===== config.mk =====
export PLATFORM = sky130hd
export DESIGN_NAME = branch_prediction_unit
export DESIGN_NICKNAME = d
export VERILOG_FILES = /design/src/rtl/branch_prediction_unit_pkg.sv /design/src/rtl/branch_prediction_unit_sat_counter2.sv /design/src/rtl/branch_prediction_unit.sv
export SDC_FILE = /design/constraint.sdc
export NUM_CORES = 2
export LEC_CHECK = 0
export ABC_AREA = 1
export CAP_MARGIN = 20
export CORE_MARGIN = 2
export CORE_UTILIZATION = 35
export CTS_BUF_LIST = sky130_fd_sc_hd__clkbuf_8
export DETAILED_ROUTE_END_ITERATION = 10
export PLACE_DENSITY_LB_ADDON = 0.25
export SLEW_MARGIN = 20
export SYNTH_ARGS = -nofsm -noshare
export SYNTH_HDL_FRONTEND = slang
export SYNTH_SLANG_ARGS = --single-unit

===== constraint.sdc =====
create_clock -name clk -period 9.2 [get_ports clk]
set_input_delay 1.84 -clock clk [delete_from_list [all_inputs] [get_ports clk]]
set_output_delay 1.84 -clock clk [all_outputs]
set_load 0.005 [all_outputs]

===== src/rtl/branch_prediction_unit_pkg.sv =====
// Shared encodings for the branch prediction unit: PC select, 2-bit direction
// counter states and the branch/jump codes produced by decode.
package branch_prediction_unit_pkg;

  typedef enum logic [1:0] {
    PC_SEQ  = 2'b00,
    PC_TGT  = 2'b01,
    PC_JALR = 2'b10
  } pcsrc_e;

  typedef enum logic [1:0] {
    SNT = 2'b00,
    WNT = 2'b01,
    WT  = 2'b10,
    ST  = 2'b11
  } ctr_e;

  typedef enum logic [2:0] {
    BR_NONE = 3'd0,
    BR_BEQ  = 3'd1,
    BR_BNE  = 3'd2,
    BR_BLT  = 3'd3,
    BR_BGE  = 3'd4,
    BR_BLTU = 3'd5,
    BR_BGEU = 3'd6
  } branch_e;

  typedef enum logic [1:0] {
    JMP_NONE = 2'd0,
    JMP_JAL  = 2'd1,
    JMP_JALR = 2'd2
  } jump_e;

  function automatic logic pcsrc_taken(input logic [1:0] pcsrc);
    return pcsrc != PC_SEQ;
  endfunction

endpackage


===== src/rtl/branch_prediction_unit_sat_counter2.sv =====
// Next-state function of a 2-bit saturating up/down direction counter.
module sat_counter2
  import branch_prediction_unit_pkg::*;
(
  input  logic [1:0] i_ctr,
  input  logic       i_up,
  output logic [1:0] o_nxt
);

  always_comb begin
    o_nxt = i_ctr;
    if (i_up) begin
      if (i_ctr != ST) o_nxt = i_ctr + 2'd1;
    end else begin
      if (i_ctr != SNT) o_nxt = i_ctr - 2'd1;
    end
  end

endmodule


===== src/rtl/branch_prediction_unit.sv =====
// Direct-mapped BTB with 2-bit direction counters: predicts in F, resolves,
// redirects and trains in E, and counts control instructions / mispredictions.
module branch_prediction_unit
  import branch_prediction_unit_pkg::*;
#(
  parameter int XLEN     = 32,
  parameter int IDX_BITS = 4,
  parameter int TAG_BITS = XLEN - IDX_BITS - 2
) (
  input  logic            clk,
  input  logic            rst,
  input  logic [XLEN-1:0] pcF,
  output logic            predTakenF,
  output logic [XLEN-1:0] predTargetF,
  input  logic            validE,
  input  logic            isCtrlE,
  input  logic [1:0]      PCSrcE,
  input  logic [XLEN-1:0] resolvedTargetE,
  input  logic [XLEN-1:0] pcE,
  input  logic [XLEN-1:0] pcPlus4E,
  input  logic            predTakenE,
  input  logic [XLEN-1:0] predTargetE,
  output logic            mispredictE,
  output logic [XLEN-1:0] redirectPCE,
  output logic            flushD,
  output logic            flushE,
  output logic [31:0]     ctrlCount,
  output logic [31:0]     mispredCount
);

  localparam int ENTRIES = 1 << IDX_BITS;

  logic [ENTRIES-1:0]               r_valid;
  logic [ENTRIES-1:0][TAG_BITS-1:0] r_tag;
  logic [ENTRIES-1:0][XLEN-1:0]     r_target;
  logic [ENTRIES-1:0][1:0]          r_ctr;
  logic [31:0]                      r_ctrl_cnt;
  logic [31:0]                      r_mis_cnt;

  logic [IDX_BITS-1:0]      w_idxF, w_idxE;
  logic [TAG_BITS-1:0]      w_tagF, w_tagE;
  logic                     w_hitF, w_hitE, w_takenE, w_mispredict;
  logic [ENTRIES-1:0][1:0]  w_ctr_nxt;
  logic                     w_unused;

  assign w_idxF = pcF[IDX_BITS+1:2];
  assign w_tagF = pcF[XLEN-1:IDX_BITS+2];
  assign w_idxE = pcE[IDX_BITS+1:2];
  assign w_tagE = pcE[XLEN-1:IDX_BITS+2];
  assign w_unused = ^{pcF[1:0], pcE[1:0]};

  // F reads the registered table only: E updates become visible next cycle.
  assign w_hitF      = r_valid[w_idxF] && (r_tag[w_idxF] == w_tagF);
  assign predTakenF  = w_hitF && r_ctr[w_idxF][1];
  assign predTargetF = w_hitF ? r_target[w_idxF] : '0;

  assign w_hitE   = r_valid[w_idxE] && (r_tag[w_idxE] == w_tagE);
  assign w_takenE = pcsrc_taken(PCSrcE);

  assign w_mispredict = validE && ((w_takenE != predTakenE) ||
                        (w_takenE && predTakenE && (resolvedTargetE != predTargetE)));
  assign mispredictE  = w_mispredict;
  assign flushD       = w_mispredict;
  assign flushE       = w_mispredict;
  assign redirectPCE  = w_takenE ? resolvedTargetE : pcPlus4E;
  assign ctrlCount    = r_ctrl_cnt;
  assign mispredCount = r_mis_cnt;

  for (genvar e = 0; e < ENTRIES; e++) begin : g_ctr
    sat_counter2 u_ctr (
      .i_ctr (r_ctr[e]),
      .i_up  (w_takenE),
      .o_nxt (w_ctr_nxt[e])
    );
  end

  always_ff @(posedge clk or negedge rst) begin
    if (!rst) begin
      r_valid    <= '0;
      r_tag      <= '0;
      r_target   <= '0;
      r_ctrl_cnt <= '0;
      r_mis_cnt  <= '0;
      for (int e = 0; e < ENTRIES; e++) r_ctr[e] <= WNT;
    end else if (validE) begin
      if (isCtrlE) begin
        r_ctrl_cnt <= r_ctrl_cnt + 32'd1;
        if (w_hitE) begin
          r_ctr[w_idxE] <= w_ctr_nxt[w_idxE];
          if (w_takenE) r_target[w_idxE] <= resolvedTargetE;
        end else if (w_takenE) begin
          r_valid[w_idxE]  <= 1'b1;
          r_tag[w_idxE]    <= w_tagE;
          r_target[w_idxE] <= resolvedTargetE;
          r_ctr[w_idxE]    <= WT;
        end
      end else if (w_hitE) begin
        // A non-control instruction hitting means the entry is stale or aliased.
        r_valid[w_idxE] <= 1'b0;
      end
      if (w_mispredict) r_mis_cnt <= r_mis_cnt + 32'd1;
    end
  end

endmodule


; ---- After elaboration in Yosys (flattened, before gate mapping)
; Index checks and enable logic that the tools add are counted.
; Widths: inputs -> output; s select.
[word_totals]
output_inout_bits = 132
latch_bits = 0
word_cells = 230
ff_bits = 1040
mem_bits_ro = 0
ram_bits = 0
n_memories = 0
in_bits = 167
[classes]
n_bitwise = 7
n_mul = 0
n_reduce_logical = 33
n_eq_ne = 21
n_mux = 81
n_shift = 0
order_cmp = 3
add_sub_neg = 34
n_div = 0
[ops]
columns = cell, n
row1 = $bwmux 512, 1
row2 = $bwmux 416, 1
row3 = $bmux 26 s4, 2
row4 = $mux 32, 6
row5 = $bmux 32 s4, 1
row6 = $demux 32 s4, 1
row7 = $demux 26 s4, 1
row8 = $mux 2, 51
row9 = $mux 26, 3
row10 = $add 32x1->32 const B, 2
row11 = $mux 16, 4
row12 = $eq 26x26->1, 2
row13 = $reduce_bool 2->1, 19
row14 = $ne 2x2->1 const B, 17
row15 = $add 2x1->2 const B, 16
row16 = $and 16x16->16, 2
row17 = $bwmux 32, 1
row18 = $ne 32x32->1, 1
row19 = $not 16->16, 2
row20 = $or 16x16->16, 2
row21 = $sub 2x1->2 const B, 16
row22 = $bmux 2 s4, 2
row23 = $lt 4x5->1 const B, 2
row24 = $bmux 1 s4, 2
row25 = other kinds (11), 22

; ---- Longest topological paths before layout
[logic_depth]
depth_word = 8
ltp_mapped = 25
depth_no_buf = 20

; ---- Modules after synthesis
; A second synthesis with hierarchy kept.
[hier_totals]
cells_unflattened = 7077
area_unflattened_um2 = 53138.5
[by_module_without_submodules]
columns = module, area_per_inst_um2, seq_area_each_um2, instances, cells_each
row1 = branch_prediction_unit, 52738.1, 26045.0, 1, 6981
row2 = sat_counter2, 25.0, 0.0, 16, 6

; ---- Worst setup path before layout
; Ideal clock, no wire load.
[synth_path]
kind = input -> output
start = in pcF[2]
end = out predTargetF[11]
arrival_ns = 4.040
path_buffers = 6
slack_ns = 3.320
stages = 11
t_required_ns = 7.360
path_cell_list = buf_2 -> clkinv_1 -> clkbuf_1 -> buf_2 -> clkbuf_1 -> clkbuf_1 -> clkbuf_1 -> nand2_1 -> a221oi_1 -> o31ai_1 -> nor3_1
[synth_via]
elab_chain_len = 5
word_cells_on_any_way = 9
classes_between = eq/ne: 1 / mux: 7 / reduce/logical: 1
[synth_lines]
columns = element, line
row1 = "start, declared", branch_prediction_unit.sv:12  ; input logic [XLEN-1:0] pcF,
row2 = $bmux 26 s4, branch_prediction_unit.sv:53  ; assign w_hitF = r_valid[w_idxF] && (r_tag[w_idxF] == w_tagF);
row3 = $mux 26 (implied by the code), branch_prediction_unit.sv:53
row4 = $eq 26x26->1, branch_prediction_unit.sv:53
row5 = $logic_and 1x1->1, branch_prediction_unit.sv:53
row6 = $mux 32 *, branch_prediction_unit.sv:55  ; assign predTargetF = w_hitF ? r_target[w_idxF] : '0;
row7 = "end, declared", branch_prediction_unit.sv:14  ; output logic [XLEN-1:0] predTargetF,
; Mark *: on every way between the ends. The rest lies on a longest branch, timed or not. The select of a mux whose other input is x is not followed.

; ---- Worst setup path in the final report
[layout_path]
start = in pcF[3]
end = out predTargetF[30]
; Same word-level chain as after synthesis.

==> reports/qor.csv <==
stage,metric,value,unit
synthesis,synthTopCellsByArea,"dfrtp_1 48%, nand2_1 18%, o21ai_0 12%, a21oi_1 3.1%, clkbuf_1 3.0%",
setup_path,cp_cell_sequence,"clkbuf_8, inv_8, o21ai_0, o22ai_1, o21ai_0, o21ai_0, xor2_1, nor2_1, nand2_1, nor2_1, nand2_2, nor3_1, clkdlybuf4s50_1",
timing,fin_crit,8.358,ns
floorplanning,num_rows,143,
clock_network,clkTransAtPathRegs,0.05,ns
place,placed_cells,8947,
setup_path,critPathMaxStageDelay,0.90,ns
worst_hold_path,holdPathStages,2,
clock_network,ctsResizeCount,0,
power,power_density,203.7,nW/µm²
synthesis,syn_inst,7081,
timing,tightest_slew,1.186,ns
floorplanning,die_height,394.2,µm
power,ir_drop,0.1367,mV
clock_network,clock_tree.root_cell,clkbuf_8,
timing,max_freq,119.6,MHz
clock_network,clockBufferDepth,3,
grt,grt_pass1_wl,290.6,mm
synthesis,synth_async_sr_flop_share,1.000,
setup_path,cp.depth,13,
clock_network,htree_levels,4,
status,status,"finished, final reports clean",
layout,nets,7279,
setup_path,worstSetupStartpointType,primary input,
timing,max_slew_margin,0.2025,
timing,setup_tns,0,ns
layout,fin_cells,9283,
setup_path,worst_ep_arrival_time,6.52,ns
setup_path,reg2reg_depth,15,
synthesis,synth.top_cell.area_share,0.4808,
floorplanning,die_x,394.2,µm
timing,finalSetupViolCount,0,
layout,syn_to_final_growth,15.39,%
drt,drt_iter0_drc,5137,
grt,grt_overflow,0,
synthesis,ys_seq_elements,1040,
clock_network,clock_sinks,1040,
place,portBuffers,294,
grt,antenna_found_initial,6,
clock_network,clk-insertion-delay-late,0.94,ns
timing,hold_viol_final,0,
floorplanning,initial_core_util,0.3517,
clock_network,numCtsBuffers,187,
drt,first_pass_iters,6,
layout,drive_gt1_frac,0.06056,
synthesis,syn_area_per_cell,7.527,µm²
clock_network,cts_tree,built,
grt,grt_pass1_vias,47230,
layout,fin_area,61500,µm²
synthesis,synth_cell_types,41,
drt,routed_wl,189.1,mm
place,place_area,57520,µm²
synthesis,ys_warn_count,0,
synthesis,synth_top_area_cell,dfrtp_1,
timing,fin_skew,0.08138,ns
drt,drt.antenna.violating_nets,0,
synthesis,synth_edf_count,0,
drt,avgViaCountPerCell,5.387,
timing,fin_crit_sh,0.9085,
floorplanning,coreArea,151500,µm²
timing,hold_slack,0.4724,ns
setup_path,required,7.36,ns
synthesis,syn_nets,7251,
drt,routedWlPerCell,20.37,µm
clock_network,cts_setup_buffers,0,
synthesis,synth-seq-area-share,0.4887,
synthesis,synth.most_common_cell,nand2_1,
drt,num_vias,50010,
grt,grtUsageTotal,0.2393,
synthesis,synth.top_cells.by_count,"2556 x nand2_1, 1313 x o21ai_0, 1024 x dfrtp_1",
setup_path,critPathKind,in -> out,
drt,drc,0,
layout,fillers,15710,
flow_run,cap_violations,0,
timing,rsz0062_at_grt,false,
floorplanning,die-area,155400,µm²
setup_path,critPathMostFrequentCell,o21ai_0,
synthesis,ys.flop_type,dfrtp_1,
power,leakagePower,28.04,nW
setup_path,path_max_fanout,125,
layout,seq_area,26050,µm²
place,gp_congestion,0.8741,
setup_path,crit_slowest_cell,nor3_1,
setup_path,end_kind,primary output,
worst_hold_path,hold_class,reg -> reg,
setup_path,cp_top_family,buffers and inverters,
place,hpwl,107.8,mm
floorplanning,pin_count,299,
setup_path,crit_buf_inv,3,
synthesis,syn_area,53300,µm²
timing,final_max_slew_viol_count,0,
layout,multiInputGateArea,24180,µm²
clock_network,cts_hold_buf,0,
grt,grt_max_degree,179,
==> layer usage <==
layer,wire length (µm),GRT usage,up-vias
met2,85440,0.3790,1966
met1,82620,0.3252,24100
met3,14140,0.04385,422
li1,-,-,23530
met5,0,0,-
met4,6923,0.09038,0
==> state kept, by name, indices dropped and copies added (netlist names), named ones only <==
signal	cells
ctrlCount	32
r_ctr	32
mispredCount	32
r_tag	416
r_target	512
==> layout make-up <==
class                           count  area share
Sequential cell                  1040      0.4235
Multi-Input combinational cell   5233      0.3932
Timing Repair Buffer              390     0.06252
Clock buffer                      238     0.05326
Tap cell                         2030     0.04130
Inverter                          257     0.01613
Clock inverter                     91    0.009928
Antenna cell                        4   0.0001628
==> power by group <==
part	leakage (nW)	switching (mW)	internal [mW]
registers	13.6	0.504	5.34
clock network	2.23	2.10	2.43
logic	12.2	1.32	0.833
total	28.0	3.92	8.60
==> through the flow <==
stage               power (mW)    util  setup WS, ns
global placement         7.999  0.3794         1.047
detailed placement       8.056  0.3796         1.086
global route             13.26  0.4058        0.7150
floorplan                7.210       -         3.320
CTS                      12.62  0.4052         1.071
finish                   12.53  0.4058        0.8422
==> placed cells by master (no fill, tap or decap), types with 121 or more instances in the layout <==
| master | n |
|---|---|
| a221oi_1 | 121 |
| a21oi_1 | 325 |
| nand2_1 | 2539 |
| clkdlybuf4s50_1 | 287 |
| nand3_1 | 136 |
| inv_1 | 313 |
| o21ai_0 | 1313 |
| nor2_1 | 327 |
| clkbuf_8 | 240 |
| dfrtp_1 | 1024 |
==> worst reg2reg max path, delay by kind of cell (launching register included) <==
family / cells / cell delay, ns
AOI/OAI and AO/OA: 3 / 0.91
buffers and inverters: 1 / 0.50
and+or+nand+nor: 11 / 2.38
DFF: 1 / 0.40
==> kinds of logic after synthesis <==
family | count (synthesis) | share of synthesized area
and+or+nand+nor | 3180 | 0.2331
AOI/OAI and AO/OA | 1946 | 0.1999
buffers and inverters | 808 | 0.06048
xor gates and xnor gates | 104 | 0.01709
adders and majority gates | 3 | 0.0007044
DFF | 1040 | 0.4887
==> path summary, 6_finish.rpt <==
check,from,slack (ns),end
max in group asynchronous,rst,6.37,r_tag[124]
worst min-delay path,flop,0.47,flop
worst max register to register,r_tag[308],4.85,r_tag[141]
worst min register to register,flop,0.47,flop
min in group asynchronous,rst,1.04,r_tag[380]
worst max-delay path,pcF[3],0.84,predTargetF[30]
Power figures use the tool's default switching activity.
